### src/rtl/calc_seq.sv
`default_nettype none
// ============================================================================
//  Module   : calc_seq
//  Purpose  : Key-driven sequencer that collects operand A, operator and
//             operand B, runs an external calc stage and holds the result.
//  Revision : 1.0  initial release
// ============================================================================
module calc_seq #(
    parameter int EXEC_WAIT = 1
) (
    input  logic       clk,
    input  logic       rst,
    input  logic       key_valid,
    input  logic [1:0] key_type,
    input  logic [3:0] key_data,
    input  logic [7:0] calc_total,
    output logic       calc_en,
    output logic [3:0] calc_in1,
    output logic [3:0] calc_in2,
    output logic [1:0] calc_ops,
    output logic [7:0] result,
    output logic       result_valid,
    output logic       busy,
    output logic       err
);

    localparam logic [1:0] S_A    = 2'd0;
    localparam logic [1:0] S_B    = 2'd1;
    localparam logic [1:0] S_EXEC = 2'd2;
    localparam logic [1:0] S_DONE = 2'd3;

    localparam logic [1:0] c_key_digit = 2'b00;
    localparam logic [1:0] c_key_op    = 2'b01;
    localparam logic [1:0] c_key_eq    = 2'b10;
    localparam logic [1:0] c_key_clr   = 2'b11;
    localparam logic [1:0] c_op_div    = 2'b11;

    // Index of the final S_EXEC cycle; the counter starts at 0 on entry.
    localparam logic [3:0] c_exec_last = 4'(EXEC_WAIT - 1);

    logic [1:0] r_state;
    logic [1:0] w_state_next;
    logic [3:0] r_a;
    logic [3:0] r_b;
    logic [1:0] r_op;
    logic [7:0] r_result;
    logic       r_result_valid;
    logic       r_err;
    logic [3:0] r_cnt;

    logic w_digit;
    logic w_oper;
    logic w_equals;
    logic w_clear;
    logic w_div0;
    logic w_exec_last;

    assign w_digit     = key_valid && (key_type == c_key_digit);
    assign w_oper      = key_valid && (key_type == c_key_op);
    assign w_equals    = key_valid && (key_type == c_key_eq);
    assign w_clear     = key_valid && (key_type == c_key_clr);
    assign w_div0      = (r_op == c_op_div) && (r_b == 4'd0);
    assign w_exec_last = (r_cnt == c_exec_last);

    // State register
    always_ff @(posedge clk) begin
        if (rst) begin
            r_state <= S_A;
        end else begin
            r_state <= w_state_next;
        end
    end

    // Next-state logic
    always_comb begin
        w_state_next = r_state;
        case (r_state)
            S_A: begin
                if (w_clear)     w_state_next = S_A;
                else if (w_oper) w_state_next = S_B;
            end
            S_B: begin
                if (w_clear)       w_state_next = S_A;
                else if (w_equals) w_state_next = w_div0 ? S_DONE : S_EXEC;
            end
            S_EXEC: begin
                if (w_exec_last) w_state_next = S_DONE;
            end
            S_DONE: begin
                if (w_clear || w_digit) w_state_next = S_A;
                else if (w_oper)        w_state_next = S_B;
            end
            default: w_state_next = S_A;
        endcase
    end

    // Operand, result and flag registers
    always_ff @(posedge clk) begin
        if (rst) begin
            r_a            <= 4'd0;
            r_b            <= 4'd0;
            r_op           <= 2'd0;
            r_result       <= 8'd0;
            r_result_valid <= 1'b0;
            r_err          <= 1'b0;
            r_cnt          <= 4'd0;
        end else begin
            r_result_valid <= 1'b0;
            if (w_clear && (r_state != S_EXEC)) begin
                r_a      <= 4'd0;
                r_b      <= 4'd0;
                r_op     <= 2'd0;
                r_result <= 8'd0;
                r_err    <= 1'b0;
            end else begin
                case (r_state)
                    S_A: begin
                        if (w_digit) begin
                            r_a <= key_data;
                        end else if (w_oper) begin
                            r_op <= key_data[1:0];
                            r_b  <= 4'd0;
                        end
                    end
                    S_B: begin
                        if (w_digit) begin
                            r_b <= key_data;
                        end else if (w_oper) begin
                            r_op <= key_data[1:0];
                        end else if (w_equals) begin
                            if (w_div0) begin
                                r_err          <= 1'b1;
                                r_result       <= 8'hFF;
                                r_result_valid <= 1'b1;
                            end else begin
                                r_cnt <= 4'd0;
                            end
                        end
                    end
                    S_EXEC: begin
                        if (w_exec_last) begin
                            r_result       <= calc_total;
                            r_result_valid <= 1'b1;
                        end else begin
                            r_cnt <= r_cnt + 4'd1;
                        end
                    end
                    S_DONE: begin
                        if (w_digit) begin
                            r_a   <= key_data;
                            r_b   <= 4'd0;
                            r_op  <= 2'd0;
                            r_err <= 1'b0;
                        end else if (w_oper) begin
                            // Chaining keeps only the low nibble of the result.
                            r_a   <= r_result[3:0];
                            r_op  <= key_data[1:0];
                            r_b   <= 4'd0;
                            r_err <= 1'b0;
                        end
                    end
                    default: begin
                        r_cnt <= 4'd0;
                    end
                endcase
            end
        end
    end

    // Output logic
    always_comb begin
        calc_en      = (r_state == S_EXEC);
        busy         = (r_state == S_EXEC);
        calc_in1     = r_a;
        calc_in2     = r_b;
        calc_ops     = r_op;
        result       = r_result;
        result_valid = r_result_valid;
        err          = r_err;
    end

endmodule
`default_nettype wire

### config.mk
export PLATFORM = sky130hd
export DESIGN_NAME = calc_seq
export DESIGN_NICKNAME = d
export VERILOG_FILES = /design/src/rtl/calc_seq.sv
export SDC_FILE = /design/constraint.sdc
export NUM_CORES = 1
export LEC_CHECK = 0
export CAP_MARGIN = 20
export CORE_MARGIN = 2
export CORE_UTILIZATION = 42
export CTS_CLUSTER_DIAMETER = 200
export CTS_CLUSTER_SIZE = 20
export DETAILED_ROUTE_END_ITERATION = 12
export GPL_TIMING_DRIVEN = 0
export HOLD_SLACK_MARGIN = 0.15
export PLACE_DENSITY_LB_ADDON = 0.08
export SLEW_MARGIN = 20
export SYNTH_ARGS = -nofsm -noshare
export SYNTH_HDL_FRONTEND = slang
export SYNTH_SLANG_ARGS = --single-unit
### constraint.sdc
create_clock -name clk -period 1.8 [get_ports clk]
set_input_delay 0.45 -clock clk [delete_from_list [all_inputs] [get_ports clk]]
set_output_delay 0.45 -clock clk [all_outputs]
set_load 0.05 [all_outputs]
; ---- Yosys cells after proc, flatten, opt, wreduce, memory -nomap -nowiden
; Cells that the tools add are included.
[totals]
register_bits = 26
latchBits = 0
mem_bits_rw = 0
mem_bits_ro = 0
in_bits = 17
elab_cells = 101
memories = 0
[op_classes]
n_addsub = 1
mul = 0
n_div = 0
n_lt_le_gt_ge = 0
n_eq_ne = 21
shift = 0
n_mux = 45
bitwise = 1
reduce_logical = 25
[ops]
columns = cell, n
row1 = 2-to-1 mux 4 bit, 11
row2 = 2-to-1 mux 8 bit, 5
row3 = inequality test 2 bit (second input constant), 11
row4 = 2-to-1 mux 2 bit, 9
row5 = one-hot mux 4 bit (2 select lines), 2
row6 = one-hot mux 8 bit (2 select lines), 1
row7 = 2-to-1 mux 1 bit, 12
row8 = one-hot mux 4 bit (3 select lines), 1
row9 = AND reduction 6 bit, 2
row10 = == test 2 bit (second input constant), 5
row11 = zero test 4 bit, 2
row12 = one-hot mux 2 bit (4 select lines), 1
row13 = nonzero test 2 bit, 4
row14 = AND reduction 7 bit, 1
row15 = logical AND 1 bit, 6
row16 = inequality test 3 bit (second input constant), 2
row17 = AND reduction 3 bit, 2
row18 = adder 4 x 1 -> 4 bit (second input constant), 1
row19 = == test 2 x 1 -> 1 bit (second input constant), 2
row20 = zero test 2 bit, 2
row21 = one-hot mux 1 bit (2 select lines), 2
row22 = one-hot mux 2 bit (2 select lines), 1
row23 = AND reduction 2 bit, 2
row24 = OR reduction 2 bit, 2
row25 = 4 further kinds, 4

; ---- Logic depth before layout (Yosys ltp)
[depth]
depth_word = 7
depth_mapped = 7

; ---- Least setup slack after synthesis
; No wires, ideal clock.
[synth_timing]
path_type = reg2reg
start = reg r_state[0]
end = reg r_cnt[1]
setup_ns = 0.072
t_arrival_ns = 2.158
setup_slack_ns = -0.430
path_stages_with_launch = 7
synth_period_minus_slack_ns = 2.230
path_cell_list = dfxtp_1 > inv_1 > ha_1 > clkinv_1 > o21ai_0 > a211o_1 > mux2i_1
[synth_lines]
columns = item, line
row1 = from (decl), 41  ; logic [1:0] r_state;
row2 = from (signal assigned), 70  ; r_state <= w_state_next;
row3 = == test 2 bit *, --
row4 = net busy, 23  ; output logic busy,
row5 = inequality test 2 bit (no line) / nonzero test 2 bit (equally long branches), --
row6 = AND reduction 7 bit (no line), --
row7 = to (signal assigned), 145  ; r_cnt <= r_cnt + 4'd1;
row8 = to (decl), 49  ; logic [3:0] r_cnt;
; The timed path passes the listed nets; every way through them passes the cells marked *.
; A chain may end at the register's enable or synchronous reset.

; ---- Final worst setup path
[layout_timing]
start = reg r_cnt[1]
end = reg r_result_valid (netlist: result_valid)
[layout_via]
elab_chain_cells = 3
[layout_lines]
columns = item, line
row1 = zero test 4 bit, 63  ; assign w_exec_last = (r_cnt == c_exec_last);
row2 = 2-to-1 mux 1 bit, 141  ; if (w_exec_last) begin
row3 = one-hot mux 1 bit (2 select lines), 116  ; case (r_state)
row4 = to (signal assigned), 108  ; r_result_valid <= 1'b0;
row5 = to (signal assigned), 134  ; r_result_valid <= 1'b1;
row6 = to (signal assigned), 143  ; r_result_valid <= 1'b1;
row7 = to (decl), 47  ; logic r_result_valid;
; No other way between the ends.

==> results.env <==
SYN-CELL-AREA_MM2=0.001515
FLOORPLAN.DIE_AREA_MM2=0.004104
WORST_SLEW_SLACK_AS_A_FRACTION_OF_ITS_LIMIT_PCT=66.62
PORT_BUFFERS=37
FLOORPLAN.DIE.HEIGHT_UM=64.07
CRITICAL_PATH.TOP_DELAY_FAMILY='simple AND/OR/NAND/NOR gates'
PLACEMENT_ROWS=21
MAX_FREQ_GHz=0.5594
AVGSYNTHCELLAREA_UM2=8.809
LAYOUT_COMMON_CELLS='sky130_fd_sc_hd__dfxtp_1, sky130_fd_sc_hd__dlygate4sd2_1, sky130_fd_sc_hd__nor2_1, sky130_fd_sc_hd__a21oi_1'
SYNTH_TOP_FAMILY_BY_AREA='compound AO/OA/AOI/OAI gates'
ANTENNA_FOUND_INITIAL=0
POST_SYNTH_NUM_CELL_TYPES=48
FINALCRITPERIODSHARE_PCT=99.31
AREA_GROWTH_FROM_SYNTHESIS_TO_LAYOUT_PCT=41.37
POST_SYNTH_MAIN_AREA_CONTRIBUTORS='sky130_fd_sc_hd__dfxtp_1, sky130_fd_sc_hd__ha_1, sky130_fd_sc_hd__a21oi_1'
MAXCAPVIOLCOUNT=0
SYNTHARSTFLOPSHARE_PCT=0
P_TOTAL_mW=1.145
SYNTH_FA_HA_AREA_SHARE_PCT=6.606
IOS=39
SYNTH.FF_LATCH_COUNT=26
POST_SYNTHESIS_NET_COUNT=197
WORSTPATHBUFFERINVERTERCOUNT=2
MULTIINPUTGATEAREA_MM2=0.001002
REPORT.FINAL.HOLD_VIOL_COUNT=0
ANTENNA_CELLS_INSERTED=0
HOLD_DEPTH=2
DRT.ANTENNA.VIOLATING_NETS=0
FINALWEIGHTEDCONGESTION=0.9016
FINALWIRELENGTH_MM=4.045
GRT.TOTAL_USAGE_PCT=19.23
NETLIST.TOP_CELL.BY_AREA='sky130_fd_sc_hd__dfxtp_1'
CLOCK-ROOT-BUFFER='sky130_fd_sc_hd__clkbuf_4'
ARRIVAL_NS=2.02
DETAILEDROUTE.FIRSTITERATIONVIOLATIONS=103
PLACE_AREA_MM2=0.001958
SYNTH.YOSYS.SEQ_AREA_SHARE_PCT=34.35
LEAKAGE_nW=0.9210
POWER.DENSITY_mW_PER_MM2=534.8
WORST_SLEW_PIN_SLEW_NS=0.5027
MIN_PERIOD_NS=1.788
FILLCELLCOUNT=308
LATEST_CLOCK_ARRIVAL_WITHIN_THE_WORST_SKEW_PAIR_NS=0.32
CRITICAL_PATH_DEPTH=7
RESULT_OF_THE_RUN='complete, no violations'
HOLD_PATH.CLASS='flop to flop'
REG2REGPATHDEPTH=7
NNETSFINAL=249
VIA_COUNT=1497
SYNTH_ENABLE_FLOP_CELLS=0
POST_DRT_VIA_CELL_RATIO=5.586
SETUP_VIOL=0
DIE_WIDTH_UM=64.07
WORST_IR_DROP_VDD_uV=376.1
FIRST_GLOBAL_VIAS=1418
SYNTH_CELLS=172
YOSYSWARNINGS=0
CLK_PIN_SLEW_NS=0.13
CTS_BUFFERS=3
GRT_PASS1_WL_MM=6.361
TIMING.CLOCK.SKEW_NS=0.002295
WORST_SETUP_PATH_START_KIND='flop'
COREAREA_MM2=0.003390
SYNTH_COMPOUND_AREA_SHARE_PCT=29.15
INITIAL_DRT_PASS_ITERATIONS=4
SYNTHXORXNORAREAFRAC_PCT=0
DRT_DRC_VIOLATIONS_LEFT=0
TRITONCTS='built'
START_UTIL_PCT=44.70
FINISH.UTILIZATION_PCT=63.20
CP.REQUIRED_NS=2.04
SYNTH.AREA.MUX_SHARE_PCT=5.367
CRITICAL_PATH.MAX_FANOUT=9
CTS_HTREE_LEVELS=1
CRITPATHKIND='flop to flop'
POSTLAYOUTCELLAREA_MM2=0.002142
SYNTH-SIMPLE-AREA-SHARE_PCT=17.84
CTS.SINK_COUNT=26
REPORT.FINAL.SLEW_VIOL_COUNT=0
SEQ_AREA_UM2=531.8
POST-DP-HPWL_MM=2.846
TIMING.CRITICAL_PATH.TO_TYPE='flop'
DRIVE_GT1_SHARE_PCT=22.52
SYNTH-MAIN-FF-CELL='sky130_fd_sc_hd__dfxtp_1'
ROUTEDWLPERCELL_UM=15.09
OVERFLOW=0
GRT_SETUP_UNREPAIRED='yes'
WORST_PATH_MAX_DELAY_CELL='sky130_fd_sc_hd__or3b_4'
CLOCK_PATH_BUFFERS=2
GRT_MAX_DEGREE=14
CRIT_PATH_MAX_INCR_DELAY_NS=0.43
CRITICAL_PATH.CELL_CHAIN='inv_1 -> ha_1 -> or3b_4 -> buf_4 -> nor2_4 -> a31oi_1 -> nor3b_1'
SYNTH_TOP_AREA_SHARE_PCT=34.35
[cell families after synthesis]
kind of cell / after synthesis
simple gates: 49
fa+ha+maj: 8
compound gates: 59
buf+inv: 22
mux: 8
flops: 26
[worst min-delay path, stage by stage, from the launching register on]
cell                      delay (ns)
sky130_fd_sc_hd__dfxtp_1        0.34
sky130_fd_sc_hd__o21ai_0        0.07
sky130_fd_sc_hd__a21oi_1        0.06
[synthesized netlist by cell type, types with 2 or more instances]
cell,number
sky130_fd_sc_hd__or3b_1,2
sky130_fd_sc_hd__nand2_1,11
sky130_fd_sc_hd__inv_1,14
sky130_fd_sc_hd__nor3_1,2
sky130_fd_sc_hd__a211oi_1,4
sky130_fd_sc_hd__ha_1,8
sky130_fd_sc_hd__a21oi_1,16
sky130_fd_sc_hd__o21ai_0,7
sky130_fd_sc_hd__o21bai_1,3
sky130_fd_sc_hd__a31oi_1,2
sky130_fd_sc_hd__clkbuf_1,4
sky130_fd_sc_hd__a311oi_1,8
sky130_fd_sc_hd__nor2_1,16
sky130_fd_sc_hd__a2111oi_0,2
sky130_fd_sc_hd__nand2b_1,5
sky130_fd_sc_hd__mux2i_1,7
sky130_fd_sc_hd__nand3b_1,2
sky130_fd_sc_hd__o32ai_1,2
sky130_fd_sc_hd__nand3_1,2
sky130_fd_sc_hd__dfxtp_1,26
sky130_fd_sc_hd__buf_6,2
[what timing repair did]
action	in CTS	in global routing
hold buffers	0	0
resized for setup	46	21
pin swaps	3	8
cloned	0	0
setup endpoints to repair	48	19
buffers inserted	4	7
[layer usage]
metal	routed length [µm]	vias to the layer above	part of all wire, %	GRT usage (%)
li1	-	739	-	-
met1	1757	707	43	24.32
met2	1980	45	49	32.94
met3	223	6	5.5	3.521
met4	84	0	2.1	5.978
met5	0	-	0	0
[final timing paths]
| kind | from | to | slack (ns) |
|---|---|---|---|
| worst max-delay path | r_cnt[1] | result_valid | 0.01 |
| worst min-delay path | calc_in2[2] | calc_in2[2] | 0.50 |
| worst max register to register | r_cnt[1] | result_valid | 0.01 |
| worst min register to register | calc_in2[2] | calc_in2[2] | 0.50 |
[state kept, by name, indices dropped and copies added (netlist names)]
| register | count |
|---|---|
| calc_ops | 2 |
| result | 8 |
| result_valid | 1 |
| r_cnt | 4 |
| r_state | 2 |
| calc_in2 | 4 |
| err | 1 |
| calc_in1 | 4 |
[power by group]
group	internal (mW)	switching [mW]
Sequential	0.592	0.0123
Combinational	0.118	0.178
Clock	0.0784	0.167
Total	0.788	0.357
[stage by stage]
| step | TNS, ns | worst slack (ns) | instances | hold slack [ns] |
|---|---|---|---|---|
| finish | 0 | 0.01238 | 268 | 0.4984 |
| global placement | -12.70 | -0.6193 | 255 | 0.4763 |
| global route | -0.2024 | -0.04268 | 268 | 0.5096 |
| floorplan | 0 | 0.02729 | 172 | 0.4574 |
| CTS | -0.0006186 | -0.0006186 | 261 | 0.4924 |
| detailed placement | -13.25 | -0.6524 | 255 | 0.4802 |
[area by class of cell]
class	instances	area share (%)
Inverter	15	2.804
Tap cell	46	2.687
Timing Repair Buffer	48	19.74
Sequential cell	26	24.82
Buffer	6	2.103
Clock buffer	3	1.051
Multi-Input combinational cell	124	46.79
(Power assumes the default switching activity.)
